==> config.mk <==
export PLATFORM = sky130hd
export DESIGN_NAME = climate_setpoint_ctrl
export DESIGN_NICKNAME = d
export VERILOG_FILES = /design/src/rtl/climate_setpoint_ctrl.sv
export SDC_FILE = /design/constraint.sdc
export NUM_CORES = 1
export LEC_CHECK = 0
export ABC_AREA = 1
export CAP_MARGIN = 5
export CORE_MARGIN = 2
export CORE_UTILIZATION = 35
export CTS_CLUSTER_DIAMETER = 120
export DETAILED_ROUTE_END_ITERATION = 8
export GPL_ROUTABILITY_DRIVEN = 0
export PLACE_DENSITY = 0.64
export SYNTH_ARGS = -nofsm -noshare
export SYNTH_HDL_FRONTEND = slang
export SYNTH_SLANG_ARGS = --single-unit
==> constraint.sdc <==
create_clock -name clk_i -period 2.7 [get_ports clk_i]
set_clock_uncertainty 0.1 [all_clocks]
set_input_delay 0.405 -clock clk_i [delete_from_list [all_inputs] [get_ports clk_i]]
set_output_delay 0.405 -clock clk_i [all_outputs]
set_load 0.02 [all_outputs]
==> src/rtl/climate_setpoint_ctrl.sv <==
`default_nettype none
// +--------------------------------------------------------------------------+
// | climate_setpoint_ctrl                                                    |
// | Setpoint holder, hysteresis heat/cool FSM with dwell, stale-data flag,  |
// | display page select. Optional cooling path: define CLIMATE_COOL_EN.      |
// | Rev 1.0                                                                  |
// +--------------------------------------------------------------------------+
module climate_setpoint_ctrl #(
   parameter int DATA_W      = 8,
   parameter int SET_MIN     = 16,
   parameter int SET_MAX     = 30,
   parameter int SET_DEFAULT = 24,
   parameter int HYST        = 1,
   parameter int MIN_DWELL   = 100_000_000,
   parameter int ROT_TICKS   = 50_000_000,
   parameter int STALE_TICKS = 200_000_000
) (
   input  logic              clk_i,
   input  logic              rst_ni,
   input  logic [DATA_W-1:0] temp_i,
   input  logic [DATA_W-1:0] hum_i,
   input  logic              sample_valid_i,
   input  logic              mode_i,
   input  logic              set_up_i,
   input  logic              set_dn_i,
   output logic [DATA_W-1:0] setpoint_o,
   output logic [1:0]        disp_sel_o,
   output logic [DATA_W-1:0] disp_val_o,
   output logic              heat_o,
   output logic              cool_o,
   output logic              match_o,
   output logic              stale_o
);

   localparam int c_dwell_w = (MIN_DWELL > 1) ? $clog2(MIN_DWELL) : 1;
   localparam int c_rot_w   = (ROT_TICKS > 1) ? $clog2(ROT_TICKS) : 1;
   localparam int c_stale_w = (STALE_TICKS > 1) ? $clog2(STALE_TICKS) : 1;

   localparam logic [c_dwell_w-1:0] c_dwell_last = c_dwell_w'(MIN_DWELL - 1);
   localparam logic [c_rot_w-1:0]   c_rot_last   = c_rot_w'(ROT_TICKS - 1);
   localparam logic [c_stale_w-1:0] c_stale_last = c_stale_w'(STALE_TICKS - 1);
   localparam logic [DATA_W-1:0]    c_set_min    = DATA_W'(SET_MIN);
   localparam logic [DATA_W-1:0]    c_set_max    = DATA_W'(SET_MAX);
   localparam logic [DATA_W-1:0]    c_set_dflt   = DATA_W'(SET_DEFAULT);
   localparam logic [DATA_W:0]      c_hyst       = (DATA_W + 1)'(HYST);

   typedef enum logic [1:0] {
      ST_IDLE = 2'd0,
      ST_HOLD = 2'd1,
      ST_HEAT = 2'd2,
      ST_COOL = 2'd3
   } state_t;

   state_t                r_state;
   state_t                w_state_nxt;
   logic [DATA_W-1:0]     r_temp_q;
   logic [DATA_W-1:0]     r_hum_q;
   logic                  r_have_sample;
   logic [c_stale_w-1:0]  r_stale_cnt;
   logic                  r_stale;
   logic [DATA_W-1:0]     r_setpoint;
   logic [c_dwell_w-1:0]  r_dwell_cnt;
   logic                  r_heat;
   logic                  r_match;
   logic [c_rot_w-1:0]    r_rot_cnt;
   logic                  r_page;
   logic [1:0]            r_disp_sel;
   logic [DATA_W-1:0]     r_disp_val;

   logic [DATA_W:0]       w_temp_ext;
   logic [DATA_W:0]       w_set_ext;
   logic [DATA_W:0]       w_set_lo;
   logic                  w_dwell_ok;

   // Sample capture and staleness; the counter parks at its last value so
   // stale stays asserted until the next strobe.
   always_ff @(posedge clk_i or negedge rst_ni) begin
      if (!rst_ni) begin
         r_temp_q      <= '0;
         r_hum_q       <= '0;
         r_have_sample <= 1'b0;
         r_stale_cnt   <= '0;
         r_stale       <= 1'b1;
      end else if (sample_valid_i) begin
         r_temp_q      <= temp_i;
         r_hum_q       <= hum_i;
         r_have_sample <= 1'b1;
         r_stale_cnt   <= '0;
         r_stale       <= 1'b0;
      end else if (r_stale_cnt == c_stale_last) begin
         r_stale       <= 1'b1;
         r_have_sample <= 1'b0;
      end else begin
         r_stale_cnt   <= r_stale_cnt + 1'b1;
      end
   end

   always_ff @(posedge clk_i or negedge rst_ni) begin
      if (!rst_ni) begin
         r_setpoint <= c_set_dflt;
      end else if (mode_i && set_up_i && !set_dn_i && (r_setpoint < c_set_max)) begin
         r_setpoint <= r_setpoint + 1'b1;
      end else if (mode_i && set_dn_i && !set_up_i && (r_setpoint > c_set_min)) begin
         r_setpoint <= r_setpoint - 1'b1;
      end
   end

   // One extra bit so setpoint+HYST cannot wrap and setpoint-HYST clamps at 0.
   assign w_temp_ext = {1'b0, r_temp_q};
   assign w_set_ext  = {1'b0, r_setpoint};
   assign w_set_lo   = (w_set_ext >= c_hyst) ? (w_set_ext - c_hyst) : '0;
   assign w_dwell_ok = (r_dwell_cnt >= c_dwell_last);

`ifdef CLIMATE_COOL_EN
   logic [DATA_W:0] w_set_hi;
   assign w_set_hi = w_set_ext + c_hyst;
`endif

   always_comb begin
      w_state_nxt = r_state;
      if (!r_have_sample) begin
         w_state_nxt = ST_IDLE;
      end else begin
         case (r_state)
            ST_IDLE: w_state_nxt = ST_HOLD;
            ST_HOLD: begin
               if (w_dwell_ok && (w_temp_ext < w_set_lo)) begin
                  w_state_nxt = ST_HEAT;
`ifdef CLIMATE_COOL_EN
               end else if (w_dwell_ok && (w_temp_ext > w_set_hi)) begin
                  w_state_nxt = ST_COOL;
`endif
               end
            end
            ST_HEAT: begin
               if (w_dwell_ok && (w_temp_ext >= w_set_ext)) w_state_nxt = ST_HOLD;
            end
`ifdef CLIMATE_COOL_EN
            ST_COOL: begin
               if (w_dwell_ok && (w_temp_ext <= w_set_ext)) w_state_nxt = ST_HOLD;
            end
`endif
            default: w_state_nxt = ST_IDLE;
         endcase
      end
   end

   always_ff @(posedge clk_i or negedge rst_ni) begin
      if (!rst_ni) begin
         r_state     <= ST_IDLE;
         r_dwell_cnt <= '0;
      end else begin
         r_state <= w_state_nxt;
         if (w_state_nxt != r_state) begin
            r_dwell_cnt <= '0;
         end else if (!w_dwell_ok) begin
            r_dwell_cnt <= r_dwell_cnt + 1'b1;
         end
      end
   end

   always_ff @(posedge clk_i or negedge rst_ni) begin
      if (!rst_ni) begin
         r_heat  <= 1'b0;
         r_match <= 1'b0;
      end else begin
         r_heat  <= (r_state == ST_HEAT);
         r_match <= r_have_sample && (r_temp_q == r_setpoint);
      end
   end

`ifdef CLIMATE_COOL_EN
   logic r_cool;
   always_ff @(posedge clk_i or negedge rst_ni) begin
      if (!rst_ni) r_cool <= 1'b0;
      else         r_cool <= (r_state == ST_COOL);
   end
   assign cool_o = r_cool;
`else
   assign cool_o = 1'b0;
`endif

   // Rotation is held at page 0 while editing so read mode always resumes on TEMP.
   always_ff @(posedge clk_i or negedge rst_ni) begin
      if (!rst_ni) begin
         r_rot_cnt <= '0;
         r_page    <= 1'b0;
      end else if (mode_i) begin
         r_rot_cnt <= '0;
         r_page    <= 1'b0;
      end else if (r_rot_cnt == c_rot_last) begin
         r_rot_cnt <= '0;
         r_page    <= ~r_page;
      end else begin
         r_rot_cnt <= r_rot_cnt + 1'b1;
      end
   end

   always_ff @(posedge clk_i or negedge rst_ni) begin
      if (!rst_ni) begin
         r_disp_sel <= 2'd3;
         r_disp_val <= '0;
      end else if (r_stale) begin
         r_disp_sel <= 2'd3;
         r_disp_val <= '0;
      end else if (mode_i) begin
         r_disp_sel <= 2'd2;
         r_disp_val <= r_setpoint;
      end else if (r_page) begin
         r_disp_sel <= 2'd1;
         r_disp_val <= r_hum_q;
      end else begin
         r_disp_sel <= 2'd0;
         r_disp_val <= r_temp_q;
      end
   end

   assign setpoint_o = r_setpoint;
   assign disp_sel_o = r_disp_sel;
   assign disp_val_o = r_disp_val;
   assign heat_o     = r_heat;
   assign match_o    = r_match;
   assign stale_o    = r_stale;

endmodule
`default_nettype wire
# Word-level counts from Yosys, hierarchy flattened
# Index checks and enable logic that the tools add are counted.
# totals
inputBits	22
word_cells	75
ff_bits	122
# op_classes
bitwise_logic	1
order_cmp	6
add_sub_neg	6
n_reduce_logical	15
n_eq_ne	8
mux	25
# op_table
op	count
two-way mux 28 bit	2
two-way mux 27 bit	2
two-way mux 26 bit	2
two-way mux 8 bit	5
adder 28 x 1 -> 28 bit, second input constant	1
equality test 28 bit, second input constant	1
adder 27 x 1 -> 27 bit, second input constant	1
greater-or-equal comparator 27 bit, second input constant	1
adder 26 x 1 -> 26 bit, second input constant	1
equality test 26 bit, second input constant	1
two-way mux 2 bit	5
logical AND 1 bit	9
less-than comparator 8 x 9 -> 1 bit	1
two-way mux 9 bit	1
subtractor 8 x 1 -> 9 bit, second input constant	1
adder 8 x 1 -> 8 bit, second input constant	1
equality test 8 bit	1
greater-or-equal comparator 8 x 1 -> 1 bit, second input constant	1
greater-or-equal comparator 8 bit	1
> comparator 8 x 5 -> 1 bit, second input constant	1
less-than comparator 8 x 5 -> 1 bit, second input constant	1
subtractor 8 x 1 -> 8 bit, second input constant	1
two-way mux 1 bit	7
case mux 2 bit (3 select lines)	1
9 further kinds	12

# Longest topological paths before layout
# Gate-level depths: netlist of the first run.
# logic_depth
ltp_word	9
mapped_depth	20
depth_no_buf	19

# Worst setup path after synthesis of the first run
# Ideal clock, no wire load.
# synth_timing
path_kind	reg-to-reg
startpoint	register r_setpoint[0] (netlist: setpoint_o[0])
endpoint	register r_dwell_cnt[6]
setup_time_ns	0.122
t_arrival_ns	2.774
stages_incl_launch_ff	19
period_less_slack_ns	2.996
slack_ns	-0.296
path_cell_list	dfrtp_1 -> inv_1 -> ha_1 -> nand2_1 -> nor3_1 -> or2_2 -> nand3_1 -> ha_1 -> a21oi_1 -> nor2_1 -> o21ai_0 -> nand3_2 -> nand2_1 -> nand3_1 -> nand2_1 -> nand2_2 -> nand2_4 -> buf_12 -> nor2_2
# synth_between
elab_chain_cells	9
elab_cells_between_ends	14
classes_between	1 x add/sub; 3 x order compare; 2 x eq/ne; 6 x mux; 2 x reduce/logical
# synth_rtl
item	line_no	rtl
from (decl)	61	logic [DATA_W-1:0] r_setpoint;
from (signal assigned)	100	r_setpoint <= c_set_dflt;
from (signal assigned)	102	r_setpoint <= r_setpoint + 1'b1;
from (signal assigned)	104	r_setpoint <= r_setpoint - 1'b1;
subtractor 8 x 1 -> 9 bit or greater-or-equal comparator 8 x 1 -> 1 bit (tied branches)	111	assign w_set_lo = (w_set_ext >= c_hyst) ? (w_set_ext - c_hyst) : '0;
two-way mux 9 bit	111	
less-than comparator 8 x 9 -> 1 bit	127	if (w_dwell_ok && (w_temp_ext < w_set_lo)) begin
logical AND 1 bit	127	
two-way mux 2 bit	127	
case mux 2 bit (3 select lines) *	124	case (r_state)
two-way mux 2 bit *	121	if (!r_have_sample) begin
!= test 2 bit *	154	if (w_state_nxt != r_state) begin
!= test 2 x 1 -> 1 bit (no source line) or two-way mux 27 bit (tied branches)	--	
to (signal assigned)	157	r_dwell_cnt <= r_dwell_cnt + 1'b1;
to (decl)	62	logic [c_dwell_w-1:0] r_dwell_cnt;
# Every way passes the cells marked *; elsewhere a longest branch is shown, timed or not.
# A chain may end at the register's enable or synchronous reset.

# Worst setup path after layout of the first run
# layout_timing
startpoint	register r_setpoint[1] (netlist: setpoint_o[1])
endpoint	register r_dwell_cnt[11]
# The elaborated chain is that of the path after synthesis.

==> results of run 1 <==
[cells in the mapped netlist, drive strengths merged (5+ instances only)]
master / count / area [µm²]
a21oi: 38 / 194
a31oi: 5 / 31.3
buf: 6 / 71.3
clkbuf: 11 / 41.3
dfrtp: 117 / 2930
dfstp: 5 / 131
ha: 25 / 313
inv: 130 / 488
nand2: 205 / 802
nand3: 47 / 263
nand4: 36 / 225
nor2: 153 / 674
nor3: 30 / 150
nor4: 12 / 75.1
o21ai: 56 / 280
o22ai: 5 / 31.3
xnor2: 11 / 96.3
xor2: 23 / 201
[kinds of logic (layout without fill, tap and decap cells)]
group,after synthesis,count (layout)
buf+inv,147,246
fa+ha+maj,26,26
other cells,1,1
xor+xnor,34,34
compound gates,120,120
simple gates,491,491
flops,122,122
[timing repair]
| item | in CTS | in global routing |
|---|---|---|
| cloned | 0 | 1 |
| gates resized for setup | 4 | 37 |
| endpoints found under the hold margin | 41 | 0 |
| pin swaps | 0 | 19 |
| hold buffers | 1 | 0 |
| endpoints found under the setup margin | 26 | 29 |
| setup buffers | 0 | 5 |
[state kept, by name, indices dropped and copies added (netlist names)]
signal,cells
stale_o,1
r_page,1
r_have_sample,1
r_stale_cnt,28
heat_o,1
r_state,2
r_dwell_cnt,27
match_o,1
disp_val_o,8
disp_sel_o,2
r_hum_q,8
setpoint_o,8
r_temp_q,8
r_rot_cnt,26
[power by group through the flow]
stage	Clock (µW)	Combinational [µW]	Sequential, µW
floorplan	0	894	2250
global placement	0	1780	2080
detailed placement	0	1800	2090
CTS	2210	1840	2060
global route	2310	2300	2100
finish	2170	2060	2080
[worst max path at each step]
stage	startpoint	slack (ns)	depth (start not counted)	end
floorplan	setpoint_o[0]$_DFFE_PN0P_	0.007	18	r_dwell_cnt[6]$_DFFE_PN0P_
global placement	mode_i	-0.05	12	setpoint_o[7]$_DFFE_PN0P_
detailed placement	mode_i	-0.14	12	setpoint_o[7]$_DFFE_PN0P_
CTS	setpoint_o[0]$_DFFE_PN0P_	-0.04	18	r_dwell_cnt[22]$_DFFE_PN0P_
global route	setpoint_o[1]$_DFFE_PN0P_	-0.29	19	r_dwell_cnt[11]$_DFFE_PN0P_
finish	setpoint_o[1]$_DFFE_PN0P_	-0.09	19	r_dwell_cnt[11]$_DFFE_PN0P_
[area by class of cell]
cell class	count	area share, %
multi-input cells	672	41.2
flip-flops and latches	122	34.3
repair buffers	84	8.93
inverters	130	5.51
clock buffers	19	4.95
well taps	270	3.78
clock inverters	13	1.36
[metrics by stage]
step           setup WS [ns]  hold WS [ns]  util [%]  power [µW]  setup TNS [ns]
2_1_floorplan        0.00710       0.00941         -        3140               0
3_3_place_gp         -0.0539         0.351      40.3        3860         -0.0539
3_5_place_dp          -0.137         0.354      40.3        3890           -2.10
4_1_cts              -0.0385         0.362      43.3        6120          -0.259
5_1_grt               -0.295         0.384      44.2        6700           -7.39
6_report             -0.0882         0.358      44.2        6310           -1.73
[metal layers]
layer | up-vias | GRT usage [%] | wire length [µm]
met5 | - | 0 | 0
met4 | 0 | 5.63 | 223
met3 | 25 | 3.77 | 575
met2 | 106 | 26.5 | 8170
met1 | 2957 | 22.3 | 8370
li1 | 3239 | - | -
==> results.ini, run 1 <==
[logic_synthesis]
synthArstFlopShare_pct=100
synth_xor_area_share_pct=4.13
ys.flop_type=dfrtp_1
synth_edf_count=0
netlist_area_um2=7210
ys_seq_elements=122
yosys_warnings=0
ys_types=44
syn_nets=989
synth-simple-area-share_pct=31.1
synth_area_per_cell_um2=7.66
seq_area_frac_synth_pct=42.4
muxShareOfSynthArea_pct=0
syn_inst=941
yosys.area_share.adder_pct=4.62
synth_top_family_by_area=simple AND/OR/NAND/NOR gates
synth_compound_area_share_pct=9.30

[final_layout]
final_cell_mix=nand2_1, inv_1, nor2_1, dfrtp_1, o21ai_0
design_area_um2=8940
num_antenna_cells=0
fillerInstances=1995
fin_cells=1310
multi_input_area_um2=3680
area_delta_synth_final_pct=24.0
drive_gt1_share_pct=15.5
seq_area_um2=3060
final_common_cell=nand2_1
final_nets=1075

[global_route]
grt_max_degree=46
grt.total_usage_pct=16.6
antenna_found_initial=0
globalRouteOverflowTotal=0
grt_pass1_wl_um=29200
grt_pass1_vias=6174

[clock_tree]
clock_latency_ns=0.43
numClockSinks=122
clk_pin_slew_ns=0.06
cts_root_buffer=clkbuf_16
htree_levels=4
cts_buffers=17
cts_buffer_depth=2
cts_tree=built

[worst_setup_path]
cp_num_buf_inv=2
cp_slowest_cell=dfrtp_2
r2r_end=r_dwell_cnt[11]$_DFFE_PN0P_
crit_path_start_kind=register
r2r_cells=19
cp.required_ns=2.91
critical_path.top_delay_family=simple AND/OR/NAND/NOR gates
crit_chain=inv_4 > ha_2 > nand3_2 > nand3_4 > o21ai_2 > ha_1 > a21oi_2 > o21ai_2 > nor2_1 > nand2_1 > nand2_1 > nand3_2 > nand2_2 > nand3_2 > nand2_2 > nand2_2 > nand2_4 > clkbuf_16 > nor2_2
cp.arrival_ns=2.99
critPathMaxFanout=8
end_kind=register
r2r_setup_slack_ns=-0.09
crit_type=reg2reg
r2r-start=setpoint_o[1]$_DFFE_PN0P_
max_stage_delay_ns=0.43

[power_and_ir_drop]
peakVddDrop_uv=458
seqPwrFrac_pct=33.0
p_sw_uw=2130
switching_share_pct=33.7
combPwrFrac_pct=32.6
cellLeakagePower_uw=0.00395
intPower_uw=4180
clkPwrFrac_pct=34.4
p_per_area_nw_per_um2=705

[route]
wl_per_cell_um=13.2
dr.pass1.iters=5
num_vias=6327
drc=0
detail_route.vias_per_cell=4.83
ant_nets=0
drt_iter0_markers=337
finalWirelength_um=17300

[die]
die-area_um2=21800
start_util_pct=35.6
die_x_um=148
ios=44
chipHeight_um=148
core_um2=20200
num_rows=52

[placement]
dp_hpwl_um=12600
placed_cell_area_um2=8160
portBuffers=42
dp.cells=1271

[timing]
slew_headroom_pct=55.3
fin_ws_ns=-0.0882
slew_viol_final=0
rsz0062_at_grt=yes
hold_viol=0
clock.fmax_ghz=0.359
finalSetupViolations=26
period_minus_slack_ns=2.79
worst_pin_slew_ns=0.668
min_period_over_period_pct=103

[worst_hold_path]
hold_end=r_rot_cnt[0]$_DFF_PN0_
hp-class=reg2reg
min_from=r_rot_cnt[0]$_DFF_PN0_
hold_depth=1

[flow_run]
cap_violations=0

[outcome]
violations=negative setup slack
outcome=finished, violations left

Power figures use the tool's default switching activity.
==> inputs of run 2 (changes only) <==
--- a/config.mk
+++ b/config.mk
@@ -6,6 +6,7 @@
 export NUM_CORES = 1
 export LEC_CHECK = 0
 export ABC_AREA = 1
+export ABC_CLOCK_PERIOD_IN_PS = 2700
 export CAP_MARGIN = 5
 export CORE_MARGIN = 2
 export CORE_UTILIZATION = 35
@@ -16,3 +17,4 @@
 export SYNTH_ARGS = -nofsm -noshare
 export SYNTH_HDL_FRONTEND = slang
 export SYNTH_SLANG_ARGS = --single-unit
+export TNS_END_PERCENT = 5
==> run 2 against run 1 <==
Compared with the run above:
- the run still ends with negative setup slack left
- setup slack gained 0.0073 ns
- first-iteration DRC count down 0.59%
- cell area down 0.13%
- maximum frequency increased by 0.26%
- critical path type unchanged
==> results.ini, run 2 (synthesis gave the netlist of run 1 again) <==
[outcome]
outcome=finished, violations left
violations=negative setup slack

[worst_hold_path]
hold_end=r_rot_cnt[0]$_DFF_PN0_
hp-class=reg2reg
hold_depth=1  ; unchanged
min_from=r_rot_cnt[0]$_DFF_PN0_

[power_and_ir_drop]
peakVddDrop_uv=457  ; -0.26%
p_per_area_nw_per_um2=703  ; -0.32%
cellLeakagePower_uw=0.00395  ; -0.15%

[timing]
rsz0062_at_grt=yes
period_minus_slack_ns=2.78  ; -0.00730 ns
clock.fmax_ghz=0.360  ; +0.26%
fin_ws_ns=-0.0809  ; +0.00730 ns
holdWs_ns=0.358  ; -0.0000100 ns
slew_headroom_pct=54.7  ; -0.56 points
slew_viol_final=0  ; unchanged
finalSetupViolations=26  ; unchanged
min_period_over_period_pct=103  ; -0.27 points
hold_viol=0  ; unchanged
worst_pin_slew_ns=0.676  ; +0.00841 ns

[final_layout]
final_nets=1074  ; -0.093%
drive_gt1_share_pct=15.3  ; -0.18 points
multi_input_area_um2=3680  ; -0.10%
area_delta_synth_final_pct=23.9
largest_reg_flops=28  ; unchanged
seq_area_um2=3060  ; unchanged
design_area_um2=8930  ; -0.13%
num_antenna_cells=0  ; unchanged
fillerInstances=1998  ; +0.15%
final_common_cell=nand2_1
largest_registers=r_stale_cnt x28, r_dwell_cnt x27, r_rot_cnt x26
final_cell_mix=nand2_1, inv_1, nor2_1, dfrtp_1, o21ai_0
regMostFlops=r_stale_cnt

[worst_setup_path]
cp_num_buf_inv=2  ; unchanged
cp.required_ns=2.91  ; about the same
path_depth=19  ; unchanged
crit_chain=inv_4 > ha_2 > nand3_2 > nand3_4 > o21ai_2 > ha_1 > a21oi_2 > o21ai_2 > nor2_1 > nand2_1 > nand2_1 > nand3_2 > nand2_2 > nand3_2 > nand2_2 > nand2_2 > nand2_4 > clkbuf_16 > nor2_2
end_kind=register
r2r_cells=19  ; unchanged
crit_path_start_kind=register
max_stage_delay_ns=0.44  ; about the same
crit_type=reg2reg
critPathMaxFanout=8  ; unchanged
cp.arrival_ns=2.99  ; about the same
r2r_end=r_dwell_cnt[11]$_DFFE_PN0P_
r2r_setup_slack_ns=-0.08  ; about the same
r2r-start=setpoint_o[1]$_DFFE_PN0P_
critical_path.top_delay_family=simple AND/OR/NAND/NOR gates
cp_slowest_cell=dfrtp_2

[die]
start_util_pct=35.6  ; unchanged
num_rows=52  ; unchanged
ios=44  ; unchanged
chipHeight_um=148  ; unchanged
die-area_um2=21800  ; unchanged
core_um2=20200  ; unchanged
die_x_um=148  ; unchanged

[global_route]
grt_pass1_wl_um=29200  ; unchanged
grt.total_usage_pct=16.6  ; unchanged
globalRouteOverflowTotal=0  ; unchanged
grt_pass1_vias=6174  ; unchanged
grt_max_degree=46  ; unchanged
antenna_found_initial=0  ; unchanged

[clock_tree]
cts_root_buffer=clkbuf_16
cts_buffers=17  ; unchanged
numClockSinks=122  ; unchanged
htree_levels=4  ; unchanged
cts_buffer_depth=2  ; unchanged
clock_latency_ns=0.43  ; about the same
cts_tree=built
clk_pin_slew_ns=0.06  ; about the same

[route]
num_vias=6317  ; -0.16%
drt_iter0_markers=335  ; -0.59%
drc=0  ; unchanged
dr.pass1.iters=4  ; -1
finalWirelength_um=17300  ; -0.36%
wl_per_cell_um=13.2  ; -0.28%
ant_nets=0  ; unchanged
detail_route.vias_per_cell=4.83  ; about the same

[flow_run]
cap_violations=0  ; unchanged

[placement]
dp_hpwl_um=12600  ; unchanged
portBuffers=42  ; unchanged
place_ws_ns=-0.137  ; unchanged
placed_cell_area_um2=8160  ; unchanged

==> run 2: cell types whose count changed in the layout (fill, tap and decap cells not counted) <==
| cell | delta |
|---|---|
| o21ai_2 | -1 |
| buf_4 | -1 |
| o21ai_0 | +1 |
==> run 2: through the flow <==
step                      TNS [ns]  total power [µW]  utilization [%]  instances
after global routing         -7.67              6670             44.1       1309
after floorplan                  0              3140                -        941
after detailed placement     -2.10              3890             40.3       1271
after global placement     -0.0539              3860             40.3       1271
after CTS                   -0.223              6120             43.3       1304
final                        -1.53              6280             44.1       1309
==> run 2: cell type report <==
| class | count | area share [%] |
|---|---|---|
| clock buffer | 19 | 4.96 |
| clock inverter | 13 | 1.36 |
| inverter | 130 | 5.52 |
| multi-input combinational | 672 | 41.2 |
| sequential | 122 | 34.3 |
| tap | 270 | 3.78 |
| timing repair buffer | 83 | 8.86 |
==> run 2: worst max-delay path by stage <==
stage / startpoint / endpoint
2_1_floorplan: setpoint_o[0]$_DFFE_PN0P_ / r_dwell_cnt[6]$_DFFE_PN0P_
3_3_place_gp: mode_i / setpoint_o[7]$_DFFE_PN0P_
3_5_place_dp: mode_i / setpoint_o[7]$_DFFE_PN0P_
4_1_cts: setpoint_o[0]$_DFFE_PN0P_ / r_dwell_cnt[22]$_DFFE_PN0P_
5_1_grt: setpoint_o[1]$_DFFE_PN0P_ / r_dwell_cnt[11]$_DFFE_PN0P_
6_report: setpoint_o[1]$_DFFE_PN0P_ / r_dwell_cnt[11]$_DFFE_PN0P_
==> run 2: timing repair <==
item | in CTS | in global routing
hold buffers | 1 | 0
setup endpoints to repair | 26 | 29
pin swaps | 0 | 18
gates resized for setup | 3 | 36
cloned | 0 | 1
buffers inserted | 0 | 4
hold endpoints to repair | 41 | 0
==> run 2: report_power, final <==
part	switching, µW	leakage [µW]	internal, µW
sequential	109	0.00160	1970
combinational	1130	0.00208	902
clock	877	0.000262	1290
total	2110	0.00395	4170
==> run 2: metal layers <==
| metal | global-route usage (%) | part of all wire (%) | vias up |
|---|---|---|---|
| li1 | - | - | 3235 |
| met1 | 22.3 | 48 | 2964 |
| met2 | 26.5 | 47 | 97 |
| met3 | 3.77 | 3.4 | 21 |
| met4 | 5.63 | 1.3 | 0 |
| met5 | 0 | 0 | - |
==> run 2: worst reg2reg max path, stage by stage (launching register included) <==
cell       delay, ns
dfrtp_2         0.44
inv_4           0.09
ha_2            0.19
nand3_2         0.10
nand3_4         0.12
o21ai_2         0.06
ha_1            0.31
a21oi_2         0.19
o21ai_2         0.07
nor2_1          0.09
nand2_1         0.06
nand2_1         0.07
nand3_2         0.09
nand2_2         0.11
nand3_2         0.09
nand2_2         0.09
nand2_2         0.06
nand2_4         0.13
clkbuf_16       0.18
nor2_2          0.03
==> RTL change, RTL diff (config.mk and constraints of run 1) <==
`MIN_DWELL`: 100_000_000 -> 200_000_000.
--- a/src/rtl/climate_setpoint_ctrl.sv
+++ b/src/rtl/climate_setpoint_ctrl.sv
@@ -11,7 +11,7 @@
    parameter int SET_MAX     = 30,
    parameter int SET_DEFAULT = 24,
    parameter int HYST        = 1,
-   parameter int MIN_DWELL   = 100_000_000,
+   parameter int MIN_DWELL   = 200_000_000,
    parameter int ROT_TICKS   = 50_000_000,
    parameter int STALE_TICKS = 200_000_000
 ) (
Check against the original RTL: no difference found for any inputs over 10 cycles, from zero or initial values and one cycle with rst_ni low; that may be too few to reach the edited logic, so the function may still have changed.
==> RTL change against run 1 <==
The run still ends with negative setup slack left; setup slack better by 85 ps; total power increased by 1.3%; sequential power increased by 3%; sequential cell count is 1 higher; core utilization is 0.89 points higher; area after synthesis shrank 2.5%; global-route usage fell by 1.1 points; critical path type unchanged; routed wire length fell by 6.8%; final area decreased by 1.2%.
==> RTL change: results <==
[timing]
relSlewSlack = 0.616
fin_hold_ws_ps = 391
fin_tns_setup_ps = -3.69
layout_setup_ws_ps = -2.92
setup_viol = 2

[drt]
vias_per_cell = 4.74
routed_wl_um = 16200
drtIter0Drc = 370
wl_met1_um = 8140
wl_met3_um = 516
met2_wirelength_um = 7340
top_layer = met4

[finish]
nets = 1049
top_regs = r_dwell_cnt: 28 flops, r_stale_cnt: 28 flops, r_rot_cnt: 26 flops
layoutNonFillerInstCount = 1278
drive_above_1_share = 0.139

[yosys]
synth_nets = 958
synth_top_cell_by_area = dfrtp_1
ys_types = 46
synthTopCellsByArea = dfrtp_1 42%, nand2_1 9.2%, nor2_1 7.2%
syn_avg_cell_area_um2 = 7.73
seq_area_frac_synth = 0.439
synthTopCellsByCount = 173 x nand2_1, 135 x nor2_1, 125 x inv_1
synthFlopType = dfrtp_1

[clock_network]
clock_latency_ps = 410
cts.clk_slew.worst_paths_ps = 50
cts_root_buf = clkbuf_16

[critical_path]
r2r-end = r_dwell_cnt[16]$_DFFE_PN0P_
regToRegSetupSlack_ps = -3
worstPathArrival_ps = 2900
cp_max_fo = 7
critPathCapture = r_dwell_cnt[16]$_DFFE_PN0P_
max_stage_delay_ps = 400
reg2reg_from = setpoint_o[1]$_DFFE_PN0P_
cpMaxStageDelayCell = dfrtp_1

[outcome]
violations = negative setup slack
status = complete, but fails checks

[grt]
grt_usage = 0.155
grt_max_degree = 47
gr-usage-met1 = 0.217
grt_pass1_wl_um = 27300
first_global_vias = 5789
met3_usage = 0.0310
use_met2 = 0.245
antenna_found_initial = 0

[place]
dpl_cell_area_mm2 = 0.00801
dp.final_hpwl_um = 11700
dp.cells = 1238

[power_and_ir_drop]
vdd_drop_max_uv = 535
p_leak_uw = 0.00390
## RTL change: cell type report
type                            instances  area (um^2)
Clock buffer                           26          499
Clock inverter                          6         62.6
Fill cell                            1936        10800
Inverter                              130          490
Multi-Input combinational cell        642         3540
Sequential cell                       123         3090
Tap cell                              265          332
Timing Repair Buffer                   86          818
## RTL change: worst reg2reg max path: stages (launching register included)
cell and delay, ps:
dfrtp_1 400, inv_2 130, buf_12 110, ha_4 140, nand2_4 60, nor3_4 160
or2_4 150, nand3_4 60, ha_4 270, a21oi_2 40, or2_1 210, nand3_2 110
nand2_2 70, nand2_2 80, nand2_2 50, nand2_2 80, inv_2 40, nand2_4 110
clkbuf_16 180, nor2_2 30
## RTL change: kinds of logic after synthesis
| family | Yosys count | share of synthesized area |
|---|---|---|
| adders and majority gates | 27 | 0.0491 |
| and+or+nand+nor | 454 | 0.284 |
| buffers and inverters | 144 | 0.0819 |
| DFF | 123 | 0.439 |
| other | 1 | 0.000533 |
| xor gates and xnor gates | 39 | 0.0486 |
| muxes | 1 | 0.00142 |
| AOI/OAI and AO/OA | 120 | 0.0952 |
## RTL change: per-stage QoR
step / utilization / worst slack, ps
2_1_floorplan: - / 1.80
3_3_place_gp: 0.409 / -28.7
3_5_place_dp: 0.409 / -138
4_1_cts: 0.438 / 15.7
5_1_grt: 0.451 / -153
6_report: 0.451 / -2.92
## RTL change: report_power, final
part | total [uW] | switching [uW] | internal [uW]
registers | 2140 | 144 | 1990
clock network | 2160 | 800 | 1360
logic | 2090 | 1100 | 989
total | 6390 | 2050 | 4340
## RTL change: what timing repair did
action | in CTS | in global routing
pin swaps | 0 | 15
resized for setup | 2 | 32
gates cloned | 0 | 1
hold buffers | 1 | 0
endpoints found under the hold margin | 38 | 0
endpoints found under the setup margin | 20 | 30
buffers inserted | 0 | 6
